===== src/rtl/dcm_prog_rx_if.sv =====
// DCM_CLKGEN serial programming port bundle: initiator drives PROGEN/PROGDATA,
// responder returns status plus the modelled M/D registers.
interface dcm_prog_rx_if;
  logic       PROGEN;
  logic       PROGDATA;
  logic       PROGDONE;
  logic       DFSLCKD;
  logic [7:0] M_ACT;
  logic [7:0] D_ACT;
  logic [7:0] M_PEND;
  logic [7:0] D_PEND;
  logic       UPDATED;
  logic       FRAME_ERR;

  modport master (
    output PROGEN, PROGDATA,
    input  PROGDONE, DFSLCKD, M_ACT, D_ACT, M_PEND, D_PEND, UPDATED, FRAME_ERR
  );

  modport slave (
    input  PROGEN, PROGDATA,
    output PROGDONE, DFSLCKD, M_ACT, D_ACT, M_PEND, D_PEND, UPDATED, FRAME_ERR
  );
endinterface


===== src/rtl/dcm_prog_rx.sv =====
// Responder for the DCM_CLKGEN programming port: decodes LOAD-D/LOAD-M/GO frames
// and models the relock that applies pending M/D values.
module dcm_prog_rx #(
  parameter int unsigned LOCK_CYCLES = 64,
  parameter logic [7:0]  M_INIT      = 8'd1,
  parameter logic [7:0]  D_INIT      = 8'd1
) (
  input logic          PROGCLK,
  input logic          RST,
  dcm_prog_rx_if.slave io_prog
);

  localparam int unsigned CntW = $clog2(LOCK_CYCLES + 1);

  typedef enum logic [1:0] {StIdle, StRx, StRelock} state_e;

  state_e          r_state, w_state_nxt;
  logic [CntW-1:0] r_cnt, w_cnt_nxt;
  logic [9:0]      r_shift;
  logic [3:0]      r_bitcnt;
  logic            r_ign, w_ign_nxt;
  logic [7:0]      r_m_pend, r_d_pend, r_m_act, r_d_act;
  logic            w_decode, w_go, w_load, w_cnt_one;

  assign w_decode  = (r_state == StRx) && !io_prog.PROGEN;
  assign w_go      = w_decode && (r_bitcnt == 4'd1) && !r_shift[0];
  assign w_load    = w_decode && (r_bitcnt == 4'd10) && r_shift[0];
  assign w_cnt_one = (r_cnt == CntW'(1));
  // A run that touches RELOCK is swallowed whole, even past the end of relock.
  assign w_ign_nxt = io_prog.PROGEN && (r_ign || (r_state == StRelock));

  always_ff @(posedge PROGCLK) begin
    if (RST) begin
      r_state <= StRelock;
      r_cnt   <= CntW'(LOCK_CYCLES);
    end else begin
      r_state <= w_state_nxt;
      r_cnt   <= w_cnt_nxt;
    end
  end

  always_comb begin
    w_state_nxt = r_state;
    w_cnt_nxt   = r_cnt;
    unique case (r_state)
      StIdle: begin
        if (io_prog.PROGEN && !r_ign) w_state_nxt = StRx;
      end
      StRx: begin
        if (w_go) begin
          w_state_nxt = StRelock;
          // The GO decode cycle is the first of the LOCK_CYCLES relock cycles.
          w_cnt_nxt   = CntW'(LOCK_CYCLES - 1);
        end else if (!io_prog.PROGEN) begin
          w_state_nxt = StIdle;
        end
      end
      StRelock: begin
        w_cnt_nxt = r_cnt - CntW'(1);
        if (w_cnt_one) w_state_nxt = StIdle;
      end
      default: w_state_nxt = StRelock;
    endcase
  end

  always_comb begin
    io_prog.PROGDONE  = (r_state != StRelock);
    io_prog.DFSLCKD   = (r_state != StRelock);
    io_prog.UPDATED   = (r_state == StRelock) && w_cnt_one;
    io_prog.FRAME_ERR = (w_decode && !w_go && !w_load) || (r_ign && !io_prog.PROGEN);
  end

  always_ff @(posedge PROGCLK) begin
    if (RST) begin
      r_shift  <= '0;
      r_bitcnt <= '0;
      r_ign    <= 1'b0;
      r_m_pend <= M_INIT;
      r_d_pend <= D_INIT;
      r_m_act  <= M_INIT;
      r_d_act  <= D_INIT;
    end else begin
      r_ign <= w_ign_nxt;
      if (r_state == StIdle && io_prog.PROGEN && !r_ign) begin
        r_shift  <= {9'd0, io_prog.PROGDATA};
        r_bitcnt <= 4'd1;
      end
      if (r_state == StRx && io_prog.PROGEN) begin
        if (r_bitcnt < 4'd10) r_shift[r_bitcnt] <= io_prog.PROGDATA;
        if (r_bitcnt != 4'd15) r_bitcnt <= r_bitcnt + 4'd1;
      end
      if (w_load) begin
        if (r_shift[1]) r_m_pend <= r_shift[9:2];
        else            r_d_pend <= r_shift[9:2];
      end
      if (r_state == StRelock && w_cnt_one) begin
        r_m_act <= r_m_pend;
        r_d_act <= r_d_pend;
      end
    end
  end

  assign io_prog.M_ACT  = r_m_act;
  assign io_prog.D_ACT  = r_d_act;
  assign io_prog.M_PEND = r_m_pend;
  assign io_prog.D_PEND = r_d_pend;

endmodule

===== src/flat_wrapper.sv =====
// flat-port wrapper written by rule: the top's interface ports become plain ports
module dcm_prog_rx_flat 
#(
  parameter int unsigned LOCK_CYCLES = 64,
  parameter logic [7:0]  M_INIT      = 8'd1,
  parameter logic [7:0]  D_INIT      = 8'd1
)
  (PROGCLK, RST, io_prog_PROGEN, io_prog_PROGDATA, io_prog_PROGDONE, io_prog_DFSLCKD, io_prog_M_ACT, io_prog_D_ACT, io_prog_M_PEND, io_prog_D_PEND, io_prog_UPDATED, io_prog_FRAME_ERR);
  dcm_prog_rx_if io_prog_i ();
  input logic PROGCLK;
  input logic RST;
  input wire logic [$bits(io_prog_i.PROGEN)-1:0] io_prog_PROGEN;
  input wire logic [$bits(io_prog_i.PROGDATA)-1:0] io_prog_PROGDATA;
  output wire logic [$bits(io_prog_i.PROGDONE)-1:0] io_prog_PROGDONE;
  output wire logic [$bits(io_prog_i.DFSLCKD)-1:0] io_prog_DFSLCKD;
  output wire logic [$bits(io_prog_i.M_ACT)-1:0] io_prog_M_ACT;
  output wire logic [$bits(io_prog_i.D_ACT)-1:0] io_prog_D_ACT;
  output wire logic [$bits(io_prog_i.M_PEND)-1:0] io_prog_M_PEND;
  output wire logic [$bits(io_prog_i.D_PEND)-1:0] io_prog_D_PEND;
  output wire logic [$bits(io_prog_i.UPDATED)-1:0] io_prog_UPDATED;
  output wire logic [$bits(io_prog_i.FRAME_ERR)-1:0] io_prog_FRAME_ERR;
  assign io_prog_i.PROGEN = io_prog_PROGEN;
  assign io_prog_i.PROGDATA = io_prog_PROGDATA;
  assign io_prog_PROGDONE = io_prog_i.PROGDONE;
  assign io_prog_DFSLCKD = io_prog_i.DFSLCKD;
  assign io_prog_M_ACT = io_prog_i.M_ACT;
  assign io_prog_D_ACT = io_prog_i.D_ACT;
  assign io_prog_M_PEND = io_prog_i.M_PEND;
  assign io_prog_D_PEND = io_prog_i.D_PEND;
  assign io_prog_UPDATED = io_prog_i.UPDATED;
  assign io_prog_FRAME_ERR = io_prog_i.FRAME_ERR;
  dcm_prog_rx #(.LOCK_CYCLES(LOCK_CYCLES), .M_INIT(M_INIT), .D_INIT(D_INIT)) u_core (.PROGCLK(PROGCLK), .RST(RST), .io_prog(io_prog_i));
endmodule

===== config.mk =====
export PLATFORM = sky130hd
export DESIGN_NAME = dcm_prog_rx_flat
export DESIGN_NICKNAME = d
export VERILOG_FILES = /design/src/rtl/dcm_prog_rx_if.sv /design/src/rtl/dcm_prog_rx.sv /design/src/flat_wrapper.sv
export SDC_FILE = /design/constraint.sdc
export NUM_CORES = 1
export LEC_CHECK = 0
export CORE_MARGIN = 2
export CORE_UTILIZATION = 50
export CTS_CLUSTER_DIAMETER = 40
export DETAILED_ROUTE_END_ITERATION = 8
export PLACE_DENSITY = 0.75
export SETUP_SLACK_MARGIN = 0.5
export SYNTH_ARGS = -nofsm -noshare
export SYNTH_HDL_FRONTEND = slang
export SYNTH_SLANG_ARGS = --single-unit

===== constraint.sdc =====
create_clock -name PROGCLK -period 5.18 [get_ports PROGCLK]
set_clock_uncertainty 0.15 [all_clocks]
set_input_delay 0.777 -clock PROGCLK [delete_from_list [all_inputs] [get_ports PROGCLK]]
set_output_delay 0.777 -clock PROGCLK [all_outputs]
set_load 0.05 [all_outputs]

==> impl_results.md <==
- Outcome: finished, final reports clean
- Worst VDD drop: 0.1637 mV
- R2R Path End: u_core.r_cnt[6]
- Core area: 5140 um^2
- N_diodes: 0
- GRT Total Usage: 17.76%
- WHS Path Cells: 2
- Comb power frac: 11.4%
- Layout area overhead: 18.82%
- Number of flops mapped to enable cells by yosys: 0
- Clock share of power: 34.0%
- Period utilization: 69.17%
- Leakage: 1.202 nW
- Via count: 1954
- Worst R2R Setup Slack: 3140 ps
- Synth cell count leaders: 56 x dfxtp_1, 38 x nand2b_1, 36 x mux2i_1
- Worst Tran Pin Value: 669.7 ps
- Floorplan row count: 26
- CP Class: in -> out
- Setup crit start kind: input pin
- DRT Wirelength: 5051 um
- GRT overflow: 0
- Worst rel slew slack: 55.22%
- Worst Path Arrival: 2660 ps
- Total CTS buffers: 5
- Clock Pin Slew Worst Setup and Hold Paths: 100 ps
- Final TNS setup: 0 ps
- H-tree depth: 2
- Crit-path most repeated cell: clkdlybuf4s50_1
- Final #Nets: 305
- Drt drc: 0
- Final slew viol count: 0
- Worst Min Path Start: u_core.io_prog.M_ACT[4]
- R2r worst-path depth: 5
- Seq cells post-synth: 56
- Library cells used by synthesis: 46
- Top FF cell, synth: dfxtp_1
- Post-DP HPWL: 3526 um
- CP peak stage delay: 790 ps
- Sequential area share after synthesis: 42.05%
- Hold buffer count at CTS: 0
- Vias in the first global route: 1800
- CP max stage cell: clkdlybuf4s50_1
- Final Hold Vio Count: 0
- Worst Hold Class: reg -> reg
- GR Util met3: 4.235%
- Final core occ: 61.64%
- IO Pins: 40
- CP required: 4250 ps
- Synthesized area: 2666 um^2
- Cell Chain, Critical Path: clkdlybuf4s50_1, nor3b_4, a22o_1, clkdlybuf4s50_1
- DRT antenna net count: 0
- Setup bufs post-CTS: 0
- Hold Path Sink: u_core.io_prog.M_ACT[4]
- Met1 usage: 24.22%
- Fmax: 279.1 MHz
- Gate Count Post-Synth: 264
- TritonCTS clock tree: done
- Setup crit end kind: primary output
- Count of warnings emitted by yosys: 0
- First-iteration detailed-routing DRC count: 97
- Die area: 5933 um^2
- Sw frac: 24.94%
- Layout cell share with drive strength beyond 1: 7.095%
- Worst-case clock buffer depth: 2
- Synth top area share: 42.05%
- RSZ-0062 raised after global routing: no
- 1st-pass router iterations: 4
- Met2 Resource Use GR: 27.72%
- Syn Area/Cell: 10.10 um^2
- Area contributors post-synth: dfxtp_1 42%, mux2i_1 14%, nand2b_1 8.9%, ha_1 2.8%, a211oi_1 2.3%
- Max cap viols: 0
- Clock Sinks: 56
- WL/cell: 13.80 um
- GRT Max-Usage Layer: met2
- Reg2reg start: u_core.r_bitcnt[1]
- Initial Util: 51.87%
- Root buf cell: clkbuf_8
- Cts repair resizes: 0
- Top-count cell post-synth: dfxtp_1
- Sequential share of power: 54.6%
- Die Width: 77.03 um
- Leading area contributor after synthesis: dfxtp_1
- DIE HEIGHT: 77.03 um
- Finish-stage setup viols: 0
- Vias per Instance: 5.339
- Final min period: 3583 ps
- Port Buffer Count: 39
- First-pass GRT wire length: 8625 um
- CP max FO: 9
- Synth async-reset ratio: 0%
- Initial antenna violation count: 0
- Gpl congestion: 0.7572
- Worst-skew pair later-pin latency: 300 ps
- Power per cell area: 267.0 nW/um^2
- Internal Power: 0.6350 mW
- Syn nets: 274
- Switch Pwr: 0.2110 mW
- Pin count of the biggest net entering global routing: 38
==> layout by cell type (no fill, tap or decap), types with 5 or more instances in the layout <==
cell             instances
nand2b_1                38
a211oi_1                 8
dfxtp_1                 56
ha_1                     6
a311oi_1                 6
nor2_1                   9
inv_1                   11
nand3b_1                 5
o21bai_1                 5
nor4_1                   5
clkdlybuf4s50_1         39
mux2i_1                 36
a21oi_1                  8
clkbuf_8                 5
nor3_1                   5
nand3_1                 10
==> metrics by stage <==
stage | power (mW) | hold slack [ps] | cell area, um^2 | std cells | worst slack, ps
final | 0.8460 | 328.3 | 3168 | 366 | 1597
after floorplan | 0.5470 | 316.2 | 2666 | 264 | 2697
after CTS | 0.8551 | 332.4 | 3168 | 366 | 1588
after global routing | 0.8846 | 351.8 | 3168 | 366 | 1500
after detailed placement | 0.5673 | 311.1 | 3057 | 358 | 1577
after global placement | 0.5654 | 312.2 | 3057 | 358 | 1604
==> worst max path at each step <==
stage	startpoint	endpoint	slack (ps)
after global routing	io_prog_PROGEN	io_prog_FRAME_ERR	1500
final	io_prog_PROGEN	io_prog_FRAME_ERR	1600
after detailed placement	io_prog_PROGEN	io_prog_FRAME_ERR	1580
after global placement	io_prog_PROGEN	io_prog_FRAME_ERR	1600
after floorplan	io_prog_PROGEN	io_prog_FRAME_ERR	2700
after CTS	io_prog_PROGEN	io_prog_FRAME_ERR	1590
==> flip-flops by register name, indices dropped and copies added (netlist names) <==
register and count:
u_core.r_shift 10, u_core.io_prog.D_ACT 8, u_core.io_prog.M_ACT 8, u_core.r_bitcnt 4
u_core.io_prog.D_PEND 8, u_core.r_state 2, u_core.io_prog.M_PEND 8, u_core.r_ign 1
u_core.r_cnt 7
==> per-layer routing <==
layer	part of all wire [%]	routed length, um	up-vias
met2	47	2365	40
met4	1.1	57	0
met1	48	2433	896
li1	-	-	1012
met3	3.9	195	6
met5	0	0	-
==> layout make-up <==
cell class | count | area (um^2)
inverters | 12 | 45.04
fillers | 455 | 1972
repair buffers | 40 | 397.9
clock inverters | 2 | 38.79
flip-flops and latches | 56 | 1121
well taps | 70 | 87.58
clock buffers | 6 | 72.57
multi-input cells | 180 | 1405
==> cells by family after synthesis <==
kind of cell             synth area share (%)
multiplexers                            13.51
adder cells (fa/ha/maj)                 2.816
flip-flops                              42.05
AO/OA/AOI/OAI                           11.03
buffers and inverters                   5.255
AND/OR/NAND/NOR                         25.34
==> power by group through the flow <==
stage | registers, mW | clock network (mW) | logic, mW
4_1_cts | 0.462 | 0.297 | 0.0966
2_1_floorplan | 0.467 | 0 | 0.0797
3_5_place_dp | 0.471 | 0 | 0.0960
6_report | 0.462 | 0.288 | 0.0962
5_1_grt | 0.465 | 0.313 | 0.107
3_3_place_gp | 0.471 | 0 | 0.0939
==> worst max-delay path, delay by kind of cell <==
| kind | cells | cell delay (ps) |
|---|---|---|
| buf+inv | 2 | 1300 |
| simple gates | 1 | 390 |
| compound gates | 1 | 180 |
Note: power is estimated with default switching activity, not from simulation.
